[src/rtl/connect_node_nic_pkg.sv]
// Shared constants and types for the connect-router node interface.
package connect_node_nic_pkg;

    localparam int CONTROL_W      = 144;
    localparam int FLIT_VALID_BIT = CONTROL_W - 1;

    typedef enum logic {
        INJ_IDLE = 1'b0,
        INJ_HOLD = 1'b1
    } inj_state_e;

endpackage

[src/rtl/nic_eject_fifo.sv]
// Show-ahead FIFO for flits ejected by the router; head is visible on rd_data while not empty.
module nic_eject_fifo
    import connect_node_nic_pkg::*;
#(
    parameter int W     = CONTROL_W,
    parameter int DEPTH = 4
) (
    input  logic                       clk,
    input  logic                       rst,
    input  logic                       wr_en,
    input  logic [W-1:0]               wr_data,
    input  logic                       rd_en,
    output logic [W-1:0]               rd_data,
    output logic [$clog2(DEPTH):0]     count,
    output logic                       full,
    output logic                       empty
);
    localparam int AW = $clog2(DEPTH);

    logic [W-1:0] mem_q [DEPTH];
    logic [AW:0]  wr_q;
    logic [AW:0]  rd_q;
    logic         wr_fire;
    logic         rd_fire;

    // Pointers carry one extra wrap bit so full and empty stay distinguishable.
    assign count   = wr_q - rd_q;
    assign empty   = (count == '0);
    assign full    = (count == (AW + 1)'(DEPTH));
    assign rd_fire = rd_en && !empty;
    assign wr_fire = wr_en && (!full || rd_fire);
    assign rd_data = mem_q[rd_q[AW-1:0]];

    always_ff @(posedge clk) begin
        if (rst) begin
            wr_q <= '0;
            rd_q <= '0;
        end else begin
            if (wr_fire) wr_q <= wr_q + 1'b1;
            if (rd_fire) rd_q <= rd_q + 1'b1;
        end
    end

    // NOTE: storage has no reset; validity is defined solely by the pointers.
    always_ff @(posedge clk) begin
        if (wr_fire) mem_q[wr_q[AW-1:0]] <= wr_data;
    end

endmodule

[src/rtl/connect_node_nic.sv]
// Node-side endpoint of the connect router: holds one injection flit, buffers ejected flits.
module connect_node_nic
    import connect_node_nic_pkg::*;
#(
    parameter int FLIT_W       = CONTROL_W,
    parameter int DEPTH        = 4,
    parameter int STARVE_LIMIT = 64
) (
    input  logic              clk,
    input  logic              rst,
    input  logic              src_valid,
    input  logic [FLIT_W-1:0] src_flit,
    output logic              src_ready,
    output logic [FLIT_W-1:0] inj,
    input  logic              accept,
    input  logic [FLIT_W-1:0] eject,
    input  logic              push,
    output logic              bfull,
    output logic              dst_valid,
    output logic [FLIT_W-1:0] dst_flit,
    input  logic              dst_ready,
    output logic              starve,
    output logic              overflow
);
    localparam int AW = $clog2(DEPTH);
    localparam int CW = $clog2(STARVE_LIMIT + 1);

    inj_state_e        state_q;
    logic [FLIT_W-1:0] inj_q;
    logic              src_ready_q;
    logic [CW-1:0]     starve_cnt_q;
    logic              starve_q;

    logic [AW:0]       fifo_count;
    logic              fifo_full;
    logic              fifo_empty;
    logic              rd_fire;
    logic              wr_fire;
    logic [AW+1:0]     next_count;
    logic              bfull_q, bfull_d;
    logic              overflow_q, overflow_d;

    // NOTE: sequential state uses non-blocking assignments only, so every register samples pre-edge values.
    always_ff @(posedge clk) begin
        if (rst) begin
            state_q      <= INJ_IDLE;
            inj_q        <= '0;
            src_ready_q  <= 1'b1;
            starve_cnt_q <= '0;
            starve_q     <= 1'b0;
        end else begin
            case (state_q)
                INJ_IDLE: begin
                    if (src_valid) begin
                        state_q      <= INJ_HOLD;
                        inj_q        <= src_flit;
                        src_ready_q  <= 1'b0;
                        starve_cnt_q <= '0;
                        starve_q     <= 1'b0;
                    end
                end
                INJ_HOLD: begin
                    if (accept) begin
                        state_q      <= INJ_IDLE;
                        inj_q        <= '0;
                        src_ready_q  <= 1'b1;
                        starve_cnt_q <= '0;
                        starve_q     <= 1'b0;
                    end else if (starve_cnt_q != CW'(STARVE_LIMIT)) begin
                        starve_cnt_q <= starve_cnt_q + 1'b1;
                        starve_q     <= ((starve_cnt_q + 1'b1) == CW'(STARVE_LIMIT));
                    end
                end
                default: state_q <= INJ_IDLE;
            endcase
        end
    end

    nic_eject_fifo #(
        .W     (FLIT_W),
        .DEPTH (DEPTH)
    ) u_eject_fifo (
        .clk     (clk),
        .rst     (rst),
        .wr_en   (push),
        .wr_data (eject),
        .rd_en   (dst_ready),
        .rd_data (dst_flit),
        .count   (fifo_count),
        .full    (fifo_full),
        .empty   (fifo_empty)
    );

    // bfull looks one flit ahead so a push already in flight when the router sees it still fits.
    assign rd_fire    = !fifo_empty && dst_ready;
    assign wr_fire    = push && (!fifo_full || rd_fire);
    assign next_count = {1'b0, fifo_count} + (AW + 2)'(wr_fire) - (AW + 2)'(rd_fire);
    assign bfull_d    = (next_count >= (AW + 2)'(DEPTH - 1));
    assign overflow_d = overflow_q || (push && fifo_full && !rd_fire);

    always_ff @(posedge clk) begin
        if (rst) begin
            bfull_q    <= 1'b0;
            overflow_q <= 1'b0;
        end else begin
            bfull_q    <= bfull_d;
            overflow_q <= overflow_d;
        end
    end

    assign src_ready = src_ready_q;
    assign inj       = inj_q;
    assign starve    = starve_q;
    assign bfull     = bfull_q;
    assign overflow  = overflow_q;
    assign dst_valid = !fifo_empty;

endmodule

[config.mk]
export PLATFORM = sky130hd
export DESIGN_NAME = connect_node_nic
export DESIGN_NICKNAME = d
export VERILOG_FILES = /design/src/rtl/connect_node_nic_pkg.sv /design/src/rtl/nic_eject_fifo.sv /design/src/rtl/connect_node_nic.sv
export SDC_FILE = /design/constraint.sdc
export NUM_CORES = 1
export LEC_CHECK = 0
export BUFFER_PORTS_ARGS = -buffer_cell sky130_fd_sc_hd__buf_2
export CAP_MARGIN = 10
export CORE_ASPECT_RATIO = 1.5
export CORE_UTILIZATION = 30
export CTS_BUF_LIST = sky130_fd_sc_hd__clkbuf_8
export DETAILED_ROUTE_END_ITERATION = 16
export PLACE_DENSITY = 0.48
export SYNTH_ARGS = -nofsm -noshare
export SYNTH_HDL_FRONTEND = slang
export SYNTH_HIERARCHICAL = 1
export SYNTH_SLANG_ARGS = --single-unit
[constraint.sdc]
create_clock -name clk -period 25.2 [get_ports clk]
set_clock_uncertainty 0.15 [all_clocks]
set_input_delay 5.04 -clock clk [delete_from_list [all_inputs] [get_ports clk]]
set_output_delay 5.04 -clock clk [all_outputs]
set_load 0.01 [all_outputs]
==> results of run 1 <==
per-layer routing:
layer | vias to the layer above | share of wire (%)
met5 | - | 0.24
met4 | 28 | 3.1
met3 | 152 | 9.2
met2 | 629 | 50
met1 | 7677 | 38
li1 | 6814 | -
worst max-delay path: cells and delay by family (launching register included):
| kind | cells | cell delay [ps] |
|---|---|---|
| flops | 1 | 720 |
| buf+inv | 3 | 1710 |
| mux | 1 | 440 |
metrics by stage:
stage | hold WS [ps] | instances | setup WS (ps)
2_1_floorplan | 300 | 1377 | 12170
3_3_place_gp | 310 | 3043 | 16760
3_5_place_dp | 306 | 3043 | 16760
4_1_cts | 324 | 3251 | 16030
5_1_grt | 346 | 3256 | 15990
6_report | 315 | 3261 | 16210
how the worst max path moves through the flow:
stage	startpoint	end	slack, ps	cells after the start
2_1_floorplan	dst_ready	u_eject_fifo/mem_q[3][0]	12170	2
3_3_place_gp	dst_ready	u_eject_fifo/mem_q[0][27]	16760	5
6_report	flop	dst_flit[47]	16210	4
4_1_cts	flop	dst_flit[47]	16030	4
3_5_place_dp	dst_ready	u_eject_fifo/mem_q[0][30]	16760	5
5_1_grt	flop	dst_flit[111]	15990	4
cell families after synthesis:
kind of cell    count (synthesis)  share of synthesized area, %
xor+xnor                        4                         0.183
buf+inv                        98                          1.65
fa+ha+maj                      14                         0.713
mux                           152                          12.5
compound gates                173                          4.79
flops                         740                          77.1
simple gates                  196                          3.02
flip-flops by register name, summed over array words and instances, names as in the netlist, named ones only:
register,cells
u_eject_fifo/wr_q,3
inj,144
u_eject_fifo/mem_q,576
bfull,1
starve_cnt_q,7
state_q,1
u_eject_fifo/rd_q,3
starve,1
src_ready,1
overflow,1
power groups by stage:
stage	combinational (W)	sequential [W]	clock, W
2_1_floorplan	0.000405	0.00150	0
5_1_grt	0.000710	0.00149	0.00104
3_5_place_dp	0.000675	0.00151	0
3_3_place_gp	0.000670	0.00150	0
6_report	0.000655	0.00148	0.000957
4_1_cts	0.000676	0.00149	0.000996
cells in the mapped netlist, types with 6 or more instances:
| cell | n |
|---|---|
| a21oi_1 | 8 |
| a22oi_1 | 145 |
| buf_1 | 10 |
| buf_2 | 37 |
| buf_4 | 6 |
| clkbuf_1 | 27 |
| dfxtp_1 | 164 |
| edfxtp_1 | 576 |
| ha_1 | 12 |
| inv_1 | 17 |
| mux4_2 | 144 |
| nand2_1 | 11 |
| nand3_1 | 6 |
| nor2_1 | 158 |
layout by cell type (no fill, tap or decap), drive strengths merged, types with 10 or more instances in the layout:
cell / n
dfxtp: 164
inv: 53
nor2: 158
ha: 12
buf: 600
a22oi: 145
mux4: 144
nand2: 11
edfxtp: 576
clkbuf: 116
diode: 10
clkinv: 49
area by class of cell:
cell class              instances  share of cell area [%]
flip-flops and latches        740                    62.3
multi-input cells             539                    17.2
repair buffers                600                    9.32
clock buffers                 116                    4.83
well taps                    1147                    4.35
clock inverters                92                    1.66
inverters                      17                   0.193
diodes                         10                  0.0758
==> results_dict.tcl, run 1 <==
set metrics [dict create \
    fillCellCount 8309 \
    p_comb_share_pct 21.2 \
    synthFlopType "edfxtp_1" \
    place_congestion 0.794 \
    power_density_nw_per_um2 93.7 \
    overflow 0 \
    cts.path.max_buffers 3 \
    min-delay-path-class "reg2reg" \
    timing.rr.end "u_eject_fifo/mem_q[2][27]" \
    cts_num_sinks 740 \
    worstPathCellList "buf_4 -> buf_4 -> mux4_2 -> buf_2" \
    crit_top_cell "buf_4" \
    grt_max_degree 145 \
    antenna_found_initial 32 \
    drc 0 \
    maxClockFrequency_mhz 111 \
    cp_slowest_stage_delay_ps 850 \
    path_class "reg2out" \
    synth_area_leaders "edfxtp_1 (65%), dfxtp_1 (12%), mux4_2 (12%), a22oi_1 (4.1%), nor2_1 (2.2%)" \
    boundaryPins 587 \
    tightest_slew_ps 1060 \
    dr_total_vias 15300 \
    cellLeakagePower_nw 12.1 \
    slowest_stage "buf_4" \
    ir_drop_v 0.0000420 \
    whs_path_depth 2 \
    clk_latency_ps 760 \
    final_util_pct 37.6 \
    grt_busiest_layer "met2" \
    cp-start-kind "flop" \
    multiInputGateArea_sq_um 5690 \
    wirelength_microns 72100 \
    hp-start "starve" \
    intPower_w 0.00220 \
    status "finished clean" \
    core-area_sq_um 87900 \
    die_w_microns 245 \
    seq_area_frac_synth_pct 77.1 \
    finalSetupViolations 0 \
    viasPerCell 4.69 \
    reg2reg_depth 8 \
    htreeDepth 3 \
    nNetsFinal 2318 \
    start_util_pct 30.4 \
    drt_iter0_markers 763 \
    cts_buffers 112 \
    tns_ps 0 \
    yosys_warnings 6 \
    synth_area_per_cell_sq_um 19.4 \
    cts-resized-gates 0 \
    die_area_sq_um 90100 \
    p_switching_w 0.000888 \
    holdBufCountCts 0 \
    yosysTopAreaCell "edfxtp_1" \
    critPathCaptureType "output pin" \
    yosys.cell_types.count 44 \
    synth_top_area_share_pct 64.8 \
    hold_viol_final 0 \
    die_y_microns 367 \
    grtUsageMet2_pct 27.0 \
    area_growth_pct 23.8 \
    grt_util_met3_pct 5.93 \
    min_period_over_period_pct 35.7 \
    cap_violations 0 \
    register_area_sq_um 20600 \
    placed_area_sq_um 30900 \
    syn-cell-area_sq_um 26700 \
    synthArstFlopShare_pct 0 \
    synth_fp_nets 1685 \
    synth-seq-cells 740 \
    grt_pass1_wl_microns 106000 \
    critPathRequiredTime_ps 20010 \
    rows 133 \
    final_max_slew_viol_count 0 \
    final_antenna_net_count 0 \
    grt_pass1_vias 16200 \
    cts_tree "yes" \
    clockPowerShare_pct 30.9 \
    switching_share_pct 28.7 \
    synthCells 1377 \
    clk_pin_slew_ps 70 \
    critical_path.max_fanout 63 \
    power_w 0.00309 \
    grt_usage_pct 15.8 \
    hold_end "starve" \
    r2r_setup_slack_ps 20460 \
    finalInstanceArea_sq_um 33000 \
    post-route-min-period_ps 8990 \
    avgRoutedWirePerCell_microns 22.1 \
    crit_arrival_ps 3800 \
    io_buffer_count 586 \
    timing.rr.start "u_eject_fifo/wr_q[0]" \
    drt-pass1-iter-count 4 \
    post-dp-hpwl_microns 47000 \
    use_met1_pct 17.8 \
    cts-root-buf "clkbuf_8" \
    drive_gt1_share_pct 43.1 \
    cts_setup_buffers 0 \
    p_seq_share_pct 47.9 \
    synth_edf_count 576 \
    max_slew_margin_pct 29.2 \
    rsz0062_at_grt "no" \
]
Note: power is estimated with default switching activity, not from simulation.
==> inputs of run 2 (changes only) <==
--- a/config.mk
+++ b/config.mk
@@ -5,13 +5,14 @@
 export SDC_FILE = /design/constraint.sdc
 export NUM_CORES = 1
 export LEC_CHECK = 0
+export ABC_AREA = 1
 export BUFFER_PORTS_ARGS = -buffer_cell sky130_fd_sc_hd__buf_2
 export CAP_MARGIN = 10
 export CORE_ASPECT_RATIO = 1.5
 export CORE_UTILIZATION = 30
 export CTS_BUF_LIST = sky130_fd_sc_hd__clkbuf_8
 export DETAILED_ROUTE_END_ITERATION = 16
-export PLACE_DENSITY = 0.48
+export PLACE_DENSITY = 0.5
 export SYNTH_ARGS = -nofsm -noshare
 export SYNTH_HDL_FRONTEND = slang
 export SYNTH_HIERARCHICAL = 1
==> constraint.sdc (replaced) <==
create_clock -name clk -period 8.1 [get_ports clk]
set_clock_uncertainty 0.15 [all_clocks]
set_input_delay 1.62 -clock clk [delete_from_list [all_inputs] [get_ports clk]]
set_output_delay 1.62 -clock clk [all_outputs]
set_load 0.01 [all_outputs]
==> results_dict.tcl, run 2 <==
set metrics [dict create \
    status "finished clean" \
    synthArstFlopShare_pct 0 \
    synth_area_per_cell_sq_um 12.5 \
    cts_buffers 112 \
    critical_path.max_fanout 180 \
    drive_gt1_share_pct 26.6 \
    finalInstanceArea_sq_um 33500 \
    io_buffer_count 586 \
    cts-root-buf "clkbuf_8" \
    post-route-min-period_ps 5140 \
    grt_pass1_vias 19600 \
    reg2reg_depth 10 \
    post-dp-hpwl_microns 48000 \
    min_period_over_period_pct 63.4 \
    overflow 0 \
    boundaryPins 587 \
    drt_iter0_markers 1123 \
    synthFlopType "edfxtp_1" \
    yosys_warnings 6 \
    maxClockFrequency_mhz 195 \
    min-delay-path-class "reg2reg" \
    final_common_cell "buf_2" \
    finalSetupViolations 0 \
    whs_path_depth 2 \
    synth-seq-cells 740 \
    rows 136 \
    rsz0062_at_grt "no" \
    avgRoutedWirePerCell_microns 18.9 \
    grt_pass1_wl_microns 116000 \
    final_cell_mix "buf_2 (585), edfxtp_1 (576), nand2_1 (337)" \
    wl_met3_microns 6650 \
    start_util_pct 30.2 \
    synth_top_area_share_pct 62.5 \
    synthCells 2215 \
    placed_area_sq_um 31400 \
    area_growth_pct 21.3 \
    antenna_found_initial 28 \
    viasPerCell 4.74 \
    die_y_microns 374 \
    nNetsFinal 3108 \
    fillCellCount 8980 \
    die_area_sq_um 93400 \
    cts_tree "yes" \
    whs_ps 307 \
    synth_edf_count 576 \
    largest_reg_flops 576 \
    synth_area_leaders "edfxtp_1 (63%), dfxtp_1 (12%), nand2_1 (4.6%), nor2_1 (4.3%), o21ai_0 (4.0%)" \
    final_max_slew_viol_count 0 \
    yosys.cell_types.count 29 \
    cellLeakagePower_nw 12.8 \
    dr_total_vias 19300 \
    htreeDepth 3 \
    tightest_slew_ps 1280 \
    grt_usage_pct 16.1 \
    cts_num_sinks 740 \
    cp-start-kind "flop" \
    grt_max_degree 187 \
    yosysTopAreaCell "edfxtp_1" \
    synthTopCellsByCount "edfxtp_1 (576), nand2_1 (337), nor2_1 (314), o21ai_0 (221), dfxtp_1 (164)" \
    crit_arrival_ps 3370 \
    drt-pass1-iter-count 7 \
    cap_violations 0 \
    final_antenna_net_count 0 \
    critPathCaptureType "output pin" \
    path_class "reg2out" \
    seq_area_frac_synth_pct 74.4 \
    power_density_nw_per_um2 300 \
    clk_latency_ps 770 \
    dr_wl_met2_microns 38700 \
    drt-met1-wl_microns 28900 \
    wirelength_microns 77100 \
    synth_fp_nets 2523 \
    cts.path.max_buffers 3 \
    post-synth-top-count-cell "edfxtp_1" \
    max_slew_margin_pct 14.5 \
    cts_setup_buffers 0 \
    top_layer_used "met5" \
    die_w_microns 250 \
    syn-cell-area_sq_um 27700 \
    drc 0 \
    holdBufCountCts 0 \
    core-area_sq_um 91500 \
    cts-resized-gates 0 \
    critPathRequiredTime_ps 6330 \
    clk_pin_slew_ps 60 \
    place_congestion 0.811 \
    hold_viol_final 0 \
    ir_drop_v 0.000197 \
]
==> run 2: metrics by stage <==
stage | cells | TNS (ps) | util, % | setup WS [ps] | total power [W]
2_1_floorplan | 2215 | -296190 | - | -514 | 0.00624
3_3_place_gp | 3859 | 0 | 34.3 | 3730 | 0.00721
3_5_place_dp | 3859 | 0 | 34.3 | 3720 | 0.00728
4_1_cts | 4067 | 0 | 36.6 | 3050 | 0.0102
5_1_grt | 4073 | 0 | 36.6 | 2790 | 0.0106
6_report | 4075 | 0 | 36.6 | 2960 | 0.0100
==> run 2: report_power, final <==
part | leakage [nW] | internal [W] | total [W] | switching, W
Sequential | 6.63 | 0.00442 | 0.00452 | 0.000103
Clock | 1.25 | 0.00145 | 0.00290 | 0.00145
Combinational | 4.87 | 0.000832 | 0.00263 | 0.00180
Total | 12.8 | 0.00670 | 0.0100 | 0.00335
==> run 2: worst paths after layout <==
path	end	slack [ps]	from
max	dst_flit[119]	2960	flop
min	inj[90]	310	inj[90]
max reg2reg	u_eject_fifo/mem_q[3][92]	4320	u_eject_fifo/wr_q[0]
min reg2reg	inj[90]	310	inj[90]
==> run 2: final cells by class <==
type	instances	area, sq um	share of cell area [%]
Antenna cell	8	20.0	0.0597
Tap cell	1173	1470	4.38
Inverter	49	201	0.601
Clock inverter	90	487	1.45
Clock buffer	118	1620	4.84
Timing Repair Buffer	612	3170	9.45
Sequential cell	740	20600	61.4
Multi-Input combinational cell	1285	5980	17.8
==> run 2: kinds of logic after synthesis <==
kind of cell,after synthesis,share of synthesized area [%]
AOI/OAI and AO/OA,594,11.4
and+or+nand+nor,675,9.37
xor gates and xnor gates,2,0.0634
DFF,740,74.4
adders and majority gates,14,0.688
buffers and inverters,190,4.05
==> run 2: routing by layer <==
layer	up-vias	global-route usage [%]
met1	9326	16.9
met3	165	5.82
met2	668	28.4
met5	-	0
li1	9130	-
met4	36	7.78
==> run 2: critical path: stages, from the launching register on <==
cell	delay, ps
dfxtp_4	500
inv_12	380
buf_12	400
nor2_1	70
o22ai_1	340
buf_2	210
==> inputs of run 3 (changes only) <==
--- a/config.mk
+++ b/config.mk
@@ -5,14 +5,14 @@
 export SDC_FILE = /design/constraint.sdc
 export NUM_CORES = 1
 export LEC_CHECK = 0
-export ABC_AREA = 1
+export ABC_AREA = 0
 export BUFFER_PORTS_ARGS = -buffer_cell sky130_fd_sc_hd__buf_2
 export CAP_MARGIN = 10
 export CORE_ASPECT_RATIO = 1.5
 export CORE_UTILIZATION = 30
 export CTS_BUF_LIST = sky130_fd_sc_hd__clkbuf_8
 export DETAILED_ROUTE_END_ITERATION = 16
-export PLACE_DENSITY = 0.5
+export PLACE_DENSITY = 0.48
 export SYNTH_ARGS = -nofsm -noshare
 export SYNTH_HDL_FRONTEND = slang
 export SYNTH_HIERARCHICAL = 1
==> constraint.sdc (replaced) <==
create_clock -name clk -period 5 [get_ports clk]
set_clock_uncertainty 0.15 [all_clocks]
set_input_delay 1 -clock clk [delete_from_list [all_inputs] [get_ports clk]]
set_output_delay 1 -clock clk [all_outputs]
set_load 0.01 [all_outputs]
==> results_dict.tcl, run 3 (same netlist as run 1, synthesis figures left out) <==
set metrics [dict create \
    critPathCaptureType "output pin" \
    finalSetupViolations 0 \
    r2r_setup_slack_ps 1280 \
    timing.rr.start "u_eject_fifo/wr_q[0]" \
    crit_arrival_ps 2960 \
    drc 0 \
    holdBufCountCts 0 \
    grt_max_degree 116 \
    grt_usage_pct 16.1 \
    min-delay-path-class "in2reg" \
    core-area_sq_um 87900 \
    max_slew_margin_pct 42.8 \
    ir_drop_v 0.000258 \
    timing.rr.end "bfull" \
    viasPerCell 4.69 \
    io_buffer_count 586 \
    htreeDepth 3 \
    hp-start "eject[131]" \
    crit_buf_inv 2 \
    cts_num_sinks 740 \
    drt_iter0_markers 750 \
    grt_pass1_wl_microns 107000 \
    hold_end "u_eject_fifo/mem_q[0][131]" \
    tightest_slew_ps 857 \
    cts-root-buf "clkbuf_8" \
    path_class "reg2out" \
    final_max_slew_viol_count 0 \
    die_w_microns 245 \
    slowest_stage "dfxtp_4" \
    final_cell_mix "buf_2 (585), edfxtp_1 (576), dfxtp_1 (162)" \
    tns_ps 0 \
    grt_pass1_vias 16600 \
    hold_viol_final 0 \
    area_growth_pct 24.9 \
    cp_slowest_stage_delay_ps 720 \
    final_antenna_net_count 0 \
    cts-resized-gates 0 \
    clk_pin_slew_ps 70 \
    boundaryPins 587 \
    rows 133 \
    post-dp-hpwl_microns 49100 \
    final_util_pct 37.9 \
    place_congestion 0.831 \
    cellLeakagePower_nw 12.3 \
    antenna_found_initial 28 \
    cts_setup_buffers 0 \
    die_y_microns 367 \
    final_common_cell "buf_2" \
    dr_total_vias 15400 \
    status "finished clean" \
    overflow 0 \
    nNetsFinal 2334 \
    critical_path.max_fanout 27 \
    cp-start-kind "flop" \
    post-route-min-period_ps 4110 \
    path_delay_family "buffers and inverters" \
    whs_ps 284 \
    wirelength_microns 72600 \
    cts.path.max_buffers 3 \
    drt-pass1-iter-count 5 \
    critPathRequiredTime_ps 3850 \
    rsz0062_at_grt "no" \
    clk_latency_ps 770 \
    maxClockFrequency_mhz 243 \
    worstPathCellList "buf_4 -> mux4_2 -> buf_2" \
    cap_violations 0 \
    power_density_nw_per_um2 470 \
    whs_path_depth 1 \
    reg2reg_depth 18 \
    min_period_over_period_pct 82.2 \
    start_util_pct 30.4 \
    die_area_sq_um 90100 \
    avgRoutedWirePerCell_microns 22.2 \
    cts_tree "yes" \
    largest_reg_flops 576 \
    drive_gt1_share_pct 43.4 \
    cts_buffers 110 \
]
-- run 3: metal layers --
| metal | vias up | GRT usage, % | wire (microns) |
|---|---|---|---|
| li1 | 6842 | - | - |
| met1 | 7679 | 18.4 | 27700 |
| met2 | 688 | 27.8 | 36600 |
| met3 | 137 | 5.37 | 6290 |
| met4 | 10 | 5.70 | 1860 |
| met5 | - | 0 | 69 |
-- run 3: worst max-delay path by stage --
stage,slack (ps),start,to,cells after the start
after global placement,1320,u_eject_fifo/wr_q[0],bfull,18
final,890,flop,dst_flit[64],3
after global routing,590,flop,dst_flit[68],3
after CTS,660,flop,dst_flit[64],3
after floorplan,430,u_eject_fifo/wr_q[0],u_eject_fifo/mem_q[3][0],6
after detailed placement,1300,u_eject_fifo/wr_q[0],bfull,18
-- run 3: stage by stage --
| stage | total power [W] | instances | setup slack [ps] | area [sq um] |
|---|---|---|---|---|
| final | 0.0157 | 3271 | 889 | 33300 |
| after global routing | 0.0165 | 3264 | 593 | 33300 |
| after CTS | 0.0160 | 3261 | 656 | 33300 |
| after detailed placement | 0.0111 | 3061 | 1300 | 31200 |
| after global placement | 0.0111 | 3061 | 1320 | 31200 |
| after floorplan | 0.00955 | 1377 | 433 | 26700 |
-- run 3: final cells by class --
| class | count | area, sq um |
|---|---|---|
| multi-input cells | 539 | 5690 |
| flip-flops and latches | 740 | 20600 |
| well taps | 1147 | 1440 |
| repair buffers | 618 | 3380 |
| inverters | 17 | 63.8 |
| clock inverters | 80 | 492 |
| clock buffers | 120 | 1650 |
| diodes | 10 | 25.0 |
| fillers | 8278 | 54500 |
-- run 3: power by group --
part	total, W	switching [W]	internal, W
logic	0.00341	0.00188	0.00154
registers	0.00745	0.000240	0.00721
clock network	0.00480	0.00233	0.00247
